`config.mk`:
```
export PLATFORM = sky130hd
export DESIGN_NAME = ps2_host_tx
export DESIGN_NICKNAME = d
export VERILOG_FILES = /design/src/rtl/ps2_pkg.sv /design/src/rtl/ps2_sync_edge.sv /design/src/rtl/ps2_host_tx.sv
export SDC_FILE = /design/constraint.sdc
export NUM_CORES = 1
export LEC_CHECK = 0
export ABC_AREA = 1
export BUFFER_PORTS_ARGS = -buffer_cell sky130_fd_sc_hd__buf_2
export CORE_UTILIZATION = 45
export DETAILED_ROUTE_END_ITERATION = 8
export GPL_TIMING_DRIVEN = 1
export HOLD_SLACK_MARGIN = 0.12
export SKIP_CTS_REPAIR_TIMING = 1
export SYNTH_ARGS = -nofsm -noshare
export SYNTH_HDL_FRONTEND = slang
export SYNTH_SLANG_ARGS = --single-unit
```
`constraint.sdc`:
```
create_clock -name clk -period 2.5 [get_ports clk]
set_input_delay 0.5 -clock clk [delete_from_list [all_inputs] [get_ports clk]]
set_output_delay 0.5 -clock clk [all_outputs]
set_load 0.02 [all_outputs]
```
`src/rtl/ps2_pkg.sv`:
```
// Shared PS/2 definitions: FSM encoding, frame bit positions and default timing
// used by both the host transmitter and the keyboard receiver.
package ps2_pkg;

  typedef enum logic [2:0] {
    ST_IDLE,
    ST_INHIBIT,
    ST_REQ,
    ST_SHIFT,
    ST_ACK,
    ST_WAIT_IDLE
  } ps2_state_e;

  localparam logic [3:0] FRAME_START  = 4'd0;
  localparam logic [3:0] FRAME_PARITY = 4'd9;
  localparam logic [3:0] FRAME_STOP   = 4'd10;

  localparam int unsigned DEF_CLK_HZ         = 50_000_000;
  localparam int unsigned DEF_INHIBIT_CYCLES = 5000;
  localparam int unsigned DEF_SETUP_CYCLES   = 50;
  localparam int unsigned DEF_TIMEOUT_CYCLES = 750_000;

  // Frame index 0..10: start(0), data LSB first, odd parity, stop(1).
  function automatic logic [10:0] ps2_frame(input logic [7:0] data);
    logic [10:0] f;
    f                   = '0;
    f[FRAME_START]      = 1'b0;
    f[8:1]              = data;
    f[FRAME_PARITY]     = ~^data;
    f[FRAME_STOP]       = 1'b1;
    return f;
  endfunction

endpackage

```
`src/rtl/ps2_sync_edge.sv`:
```
// Two-flop synchronizer for one PS/2 pad input plus a falling-edge detector
// on the synchronized history ({older, newer} == 2'b10).
module ps2_sync_edge (
  input  logic clk,
  input  logic rst,
  input  logic line_in,
  output logic line_s,
  output logic fall
);

  logic [2:0] sh_q;
  logic [2:0] sh_d;

  always_comb begin
    sh_d = {sh_q[1:0], line_in};
  end

  always_ff @(posedge clk) begin
    if (rst) sh_q <= 3'b111;
    else     sh_q <= sh_d;
  end

  assign line_s = sh_q[1];
  assign fall   = (sh_q[2:1] == 2'b10);

endmodule

```
`src/rtl/ps2_host_tx.sv`:
```
// PS/2 host-to-device transmitter: inhibits the clock, requests to send, then
// shifts an 11-bit frame on device-generated falling edges and checks the ack.
module ps2_host_tx
  import ps2_pkg::*;
#(
  parameter int unsigned CLK_HZ         = DEF_CLK_HZ,
  parameter int unsigned INHIBIT_CYCLES = DEF_INHIBIT_CYCLES,
  parameter int unsigned SETUP_CYCLES   = DEF_SETUP_CYCLES,
  parameter int unsigned TIMEOUT_CYCLES = DEF_TIMEOUT_CYCLES
) (
  input  logic       clk,
  input  logic       rst,
  input  logic [7:0] tx_data,
  input  logic       tx_valid,
  output logic       tx_ready,
  input  logic       ps2_clk,
  input  logic       ps2_data,
  output logic       ps2_clk_oe,
  output logic       ps2_data_oe,
  output logic       done,
  output logic       err
);

  localparam int unsigned CNT_MAX_A = (INHIBIT_CYCLES > SETUP_CYCLES) ? INHIBIT_CYCLES : SETUP_CYCLES;
  localparam int unsigned CNT_MAX   = (CNT_MAX_A > TIMEOUT_CYCLES) ? CNT_MAX_A : TIMEOUT_CYCLES;
  localparam int unsigned CNT_W     = $clog2(CNT_MAX + 1);

  localparam logic [CNT_W-1:0] INHIBIT_LAST = CNT_W'(INHIBIT_CYCLES - 1);
  localparam logic [CNT_W-1:0] SETUP_LAST   = CNT_W'(SETUP_CYCLES - 1);
  localparam logic [CNT_W-1:0] TIMEOUT_LAST = CNT_W'(TIMEOUT_CYCLES - 1);

  // The board frequency only documents how the default cycle counts were derived.
  logic [31:0] clk_hz_unused;
  assign clk_hz_unused = CLK_HZ;

  logic clk_s, clk_fall;
  logic data_s, data_fall_unused;

  ps2_sync_edge u_sync_clk (
    .clk     (clk),
    .rst     (rst),
    .line_in (ps2_clk),
    .line_s  (clk_s),
    .fall    (clk_fall)
  );

  ps2_sync_edge u_sync_data (
    .clk     (clk),
    .rst     (rst),
    .line_in (ps2_data),
    .line_s  (data_s),
    .fall    (data_fall_unused)
  );

  ps2_state_e       state_q, state_d;
  logic [CNT_W-1:0] cnt_q, cnt_d;
  logic [3:0]       bitcnt_q, bitcnt_d;
  logic [10:0]      frame_q, frame_d;
  logic             done_q, done_d;
  logic             err_q, err_d;

  always_comb begin
    state_d     = state_q;
    cnt_d       = cnt_q + CNT_W'(1);
    bitcnt_d    = bitcnt_q;
    frame_d     = frame_q;
    done_d      = 1'b0;
    err_d       = 1'b0;
    tx_ready    = 1'b0;
    ps2_clk_oe  = 1'b0;
    ps2_data_oe = 1'b0;

    case (state_q)
      ST_IDLE: begin
        tx_ready = 1'b1;
        cnt_d    = '0;
        bitcnt_d = FRAME_START;
        if (tx_valid) begin
          frame_d = ps2_frame(tx_data);
          state_d = ST_INHIBIT;
        end
      end
      ST_INHIBIT: begin
        ps2_clk_oe = 1'b1;
        if (cnt_q == INHIBIT_LAST) begin
          cnt_d   = '0;
          state_d = ST_REQ;
        end
      end
      ST_REQ: begin
        ps2_clk_oe  = 1'b1;
        ps2_data_oe = 1'b1;
        if (cnt_q == SETUP_LAST) begin
          cnt_d    = '0;
          bitcnt_d = FRAME_START;
          state_d  = ST_SHIFT;
        end
      end
      ST_SHIFT: begin
        ps2_data_oe = ~frame_q[bitcnt_q];
        if (clk_fall) begin
          cnt_d    = '0;
          bitcnt_d = bitcnt_q + 4'd1;
          // Stop bit is a released line, so ACK keeps data_oe low.
          if (bitcnt_q == FRAME_STOP - 4'd1) state_d = ST_ACK;
        end else if (cnt_q == TIMEOUT_LAST) begin
          err_d   = 1'b1;
          state_d = ST_IDLE;
        end
      end
      ST_ACK: begin
        if (clk_fall) begin
          cnt_d = '0;
          if (!data_s) begin
            state_d = ST_WAIT_IDLE;
          end else begin
            err_d   = 1'b1;
            state_d = ST_IDLE;
          end
        end else if (cnt_q == TIMEOUT_LAST) begin
          err_d   = 1'b1;
          state_d = ST_IDLE;
        end
      end
      ST_WAIT_IDLE: begin
        if (clk_s && data_s) begin
          done_d  = 1'b1;
          state_d = ST_IDLE;
        end else if (clk_fall) begin
          cnt_d = '0;
        end else if (cnt_q == TIMEOUT_LAST) begin
          err_d   = 1'b1;
          state_d = ST_IDLE;
        end
      end
      default: begin
        state_d = ST_IDLE;
      end
    endcase
  end

  always_ff @(posedge clk) begin
    if (rst) begin
      state_q  <= ST_IDLE;
      cnt_q    <= '0;
      bitcnt_q <= FRAME_START;
      frame_q  <= '1;
      done_q   <= 1'b0;
      err_q    <= 1'b0;
    end else begin
      state_q  <= state_d;
      cnt_q    <= cnt_d;
      bitcnt_q <= bitcnt_d;
      frame_q  <= frame_d;
      done_q   <= done_d;
      err_q    <= err_d;
    end
  end

  assign done = done_q;
  assign err  = err_q;

endmodule
```
==> run_results.csv <==
group,metric,value,unit
outcome,status,"completed",
synth,synth-main-ff-cell,"dfxtp_1",
setup_path,r2r-end,"cnt_q[18]",
placed_design,dpl.hpwl,3.74,mm
floorplan,die_y,73.8,um
layout,antennaDiodeCount,0,
clock_network,clk_latency,0.29,ns
setup_path,crit_required,2.00,ns
sta,setup_violations,0,
synth,synth-async-reset-ratio,0,%
synth,synth_top_area_share,38.0,%
sta,finalClockSkew,0.00836,ns
grt,grt_max_degree,18,
synth,synth_area_leaders,"dfxtp_1, nand2_1, nor2_1, nand3_1, inv_1",
power_and_ir_drop,p_switching,0.706,mW
floorplan,die_x,73.8,um
min_path,worstHoldStart,"ps2_data",
power_and_ir_drop,p_comb_share,29.4,%
clock_network,cts_buffer_depth,2,
floorplan,coreArea,0.00485,sq mm
power_and_ir_drop,leakagePower,1.12,nW
detailed_routing,first_pass_iters,4,
clock_network,htreeDepth,2,
min_path,hold_depth,2,
sta,tns,0,ns
power_and_ir_drop,power.share.sequential,43.5,%
detailed_routing,drt_iter0_drc,193,
setup_path,rr_startpoint,"cnt_q[0]",
synth,synth_common_cells,"nand2_1, nor2_1, dfxtp_1, inv_1, nand3_1",
layout,post-route-cell-area,0.00258,sq mm
detailed_routing,drc,0,
setup_path,path_cells,"inv_1 -> o21ai_0 -> o21ai_0 -> o211ai_1 -> nand2_1 -> o21ai_0 -> buf_2",
setup_path,startpoint_type,"flop",
power_and_ir_drop,irDropWorstVdd,387,uV
grt,top_usage_layer,"met1",
setup_path,path_delay_family,"compound AO/OA/AOI/OAI gates",
floorplan,start_util,47.9,%
clock_network,cts.reportedPaths.clkPinSlew,0.08,ns
synth,yosysUniqueCellTypes,27,
power_and_ir_drop,powerDensity,762,mW/mm^2
synth,synth_fp_nets,359,
clock_network,cts_buffers,5,
min_path,hold_class,"in -> reg",
sta,slew_violations,0,
detailed_routing,postRouteAntennaNets,0,
setup_path,critPathCaptureType,"primary output",
setup_path,reg2regPathDepth,10,
power_and_ir_drop,internal_power,1.26,mW
setup_path,rrSetupSlack,0.68,ns
setup_path,critPathMostFrequentCell,"o21ai_0",
sta,rsz0062_at_grt,"false",
floorplan,core.rowCount,25,
sta,tightest_slew,0.379,ns
grt,use_met2,30.0,%
setup_path,crit_slowest_cell,"dfxtp_1",
sta,maxSlewHeadroom,74.7,%
layout,area_growth_syn_to_layout,11.3,%
layout,n_fill_cell,491,
grt,grt_usage,21.3,%
setup_path,crit_fanout,9,
placed_design,gp_congestion,0.859,
grt,grt_pass1_wl,8.84,mm
synth,synth_most_common_cell,"nand2_1",
synth,ys_seq_area_share,38.0,%
power_and_ir_drop,p_total,1.97,mW
sta,finalCriticalPeriod,2.25,ns
detailed_routing,vias,2131,
placed_design,dp_cells,422,
floorplan,ios,18,
setup_path,crit_buf_inv,2,
synth,yosys_warnings,0,
sta,fmax,445,MHz
sta,fin_crit_sh,89.8,%
setup_path,crit_type,"reg -> out",
layout,final-instance-count-excl-fill,430,
synth,syn_area_per_cell,6.79,sq um
clock_network,cts.sinks,44,
floorplan,die-area,0.00545,sq mm
synth,synth_edf_count,0,
placed_design,io_buffers,17,
synth,ys_ff_latch,44,
synth,syn_inst,342,
clock_network,cts-root-buf,"clkbuf_8",
grt,grt_use_met3,4.39,%
detailed_routing,routed_via_density,4.96,
power_and_ir_drop,switching_share,35.9,%
min_path,hold_path_end,"u_sync_data.sh_q[0]",
clock_network,cts_tree,"done",
grt,antenna_found_initial,0,
flow_run,drv_cap,0,
power_and_ir_drop,clockPowerShare,27.1,%
synth,synth_area_leader_cell,"dfxtp_1",
grt,grtUsageMet1,31.9,%
setup_path,worstPathArrival,1.75,ns
setup_path,critPathMaxStageDelay,0.49,ns
placed_design,place_area,0.00247,sq mm
sta,hold_violations,0,
detailed_routing,drt_wl_total,4.99,mm
layout,layout.nets,379,
grt,grt_pass1_vias,1915,
grt,grt-ovfl-total,0,
synth,synthesis.area,0.00232,sq mm
sta,whs,0.387,ns
layout,layout-drive-gt1-share,11.3,%
detailed_routing,wl_per_cell,11.6,um
[cell usage in the layout, fill, tap and decap left out, types with 2 or more instances in the layout]
master    synthesis  layout
nand4_1           7       7
nand2_1          80      80
nor2_2            5       5
clkinv_1          2       2
xnor2_1           9       9
nand3_1          28      28
or2_2             5       5
nor2_1           59      59
o31ai_1           2       2
clkbuf_8          0       5
xor2_1           12      12
buf_4             0       3
ha_1              4       4
a21oi_1          16      16
o21ai_0          15      15
nand3b_1          3       3
dfxtp_1          44      44
inv_1            33      33
buf_2             3      17
nor3_1            4       4
[final cells by class]
class	count	area, sq um	share of cell area [%]
timing repair buffer	20	108	4.17
clock buffer	6	72.6	2.81
multi-input combinational	255	1270	49.1
sequential	44	881	34.1
tap	67	83.8	3.25
inverter	36	135	5.23
clock inverter	2	35.0	1.36
[state kept, by name, summed over array words and instances (netlist names)]
signal            flops
u_sync_clk.sh_q       3
bitcnt_q              4
frame_q              10
cnt_q                20
done                  1
u_sync_data.sh_q      2
state_q               3
err                   1
[logic make-up (layout without fill, tap and decap cells)]
logic type	Yosys count	after routing	share of synthesized area, %
flops	44	44	38.0
simple gates	194	194	36.1
buf+inv	43	64	7.44
compound gates	36	36	8.41
fa+ha+maj	4	4	2.16
xor+xnor	21	21	7.92
[through the flow]
stage / util [%] / setup WS, ns
floorplan: - / 0.702
global placement: 51.0 / 0.624
detailed placement: 51.0 / 0.588
CTS: 53.3 / 0.256
global route: 53.3 / 0.0522
finish: 53.3 / 0.254
[power groups by stage]
stage / logic [mW] / registers [mW] / clock network [mW]
after floorplan: 0.453 / 0.846 / 0
after global placement: 0.575 / 0.868 / 0
after detailed placement: 0.574 / 0.869 / 0
after CTS: 0.583 / 0.853 / 0.549
after global routing: 0.684 / 0.869 / 0.579
final: 0.579 / 0.856 / 0.533
[per-layer routing]
layer  vias up  part of all wire [%]
met5         -                     0
met4         0                   1.0
met3         6                   4.9
met2        54                    41
met1       940                    53
li1       1131                     -
[worst max path at each step]
stage                      startpoint          end  slack [ns]  depth (start not counted)
after detailed placement  bitcnt_q[0]  ps2_data_oe        0.59                          7
final                     bitcnt_q[0]  ps2_data_oe        0.25                          7
after global routing      bitcnt_q[0]  ps2_data_oe        0.05                          7
after CTS                 bitcnt_q[0]  ps2_data_oe        0.26                          7
after global placement    bitcnt_q[0]  ps2_data_oe        0.62                          7
after floorplan            state_q[0]  ps2_data_oe        0.70                          6
No activity file was read; power rests on OpenSTA's default activity.
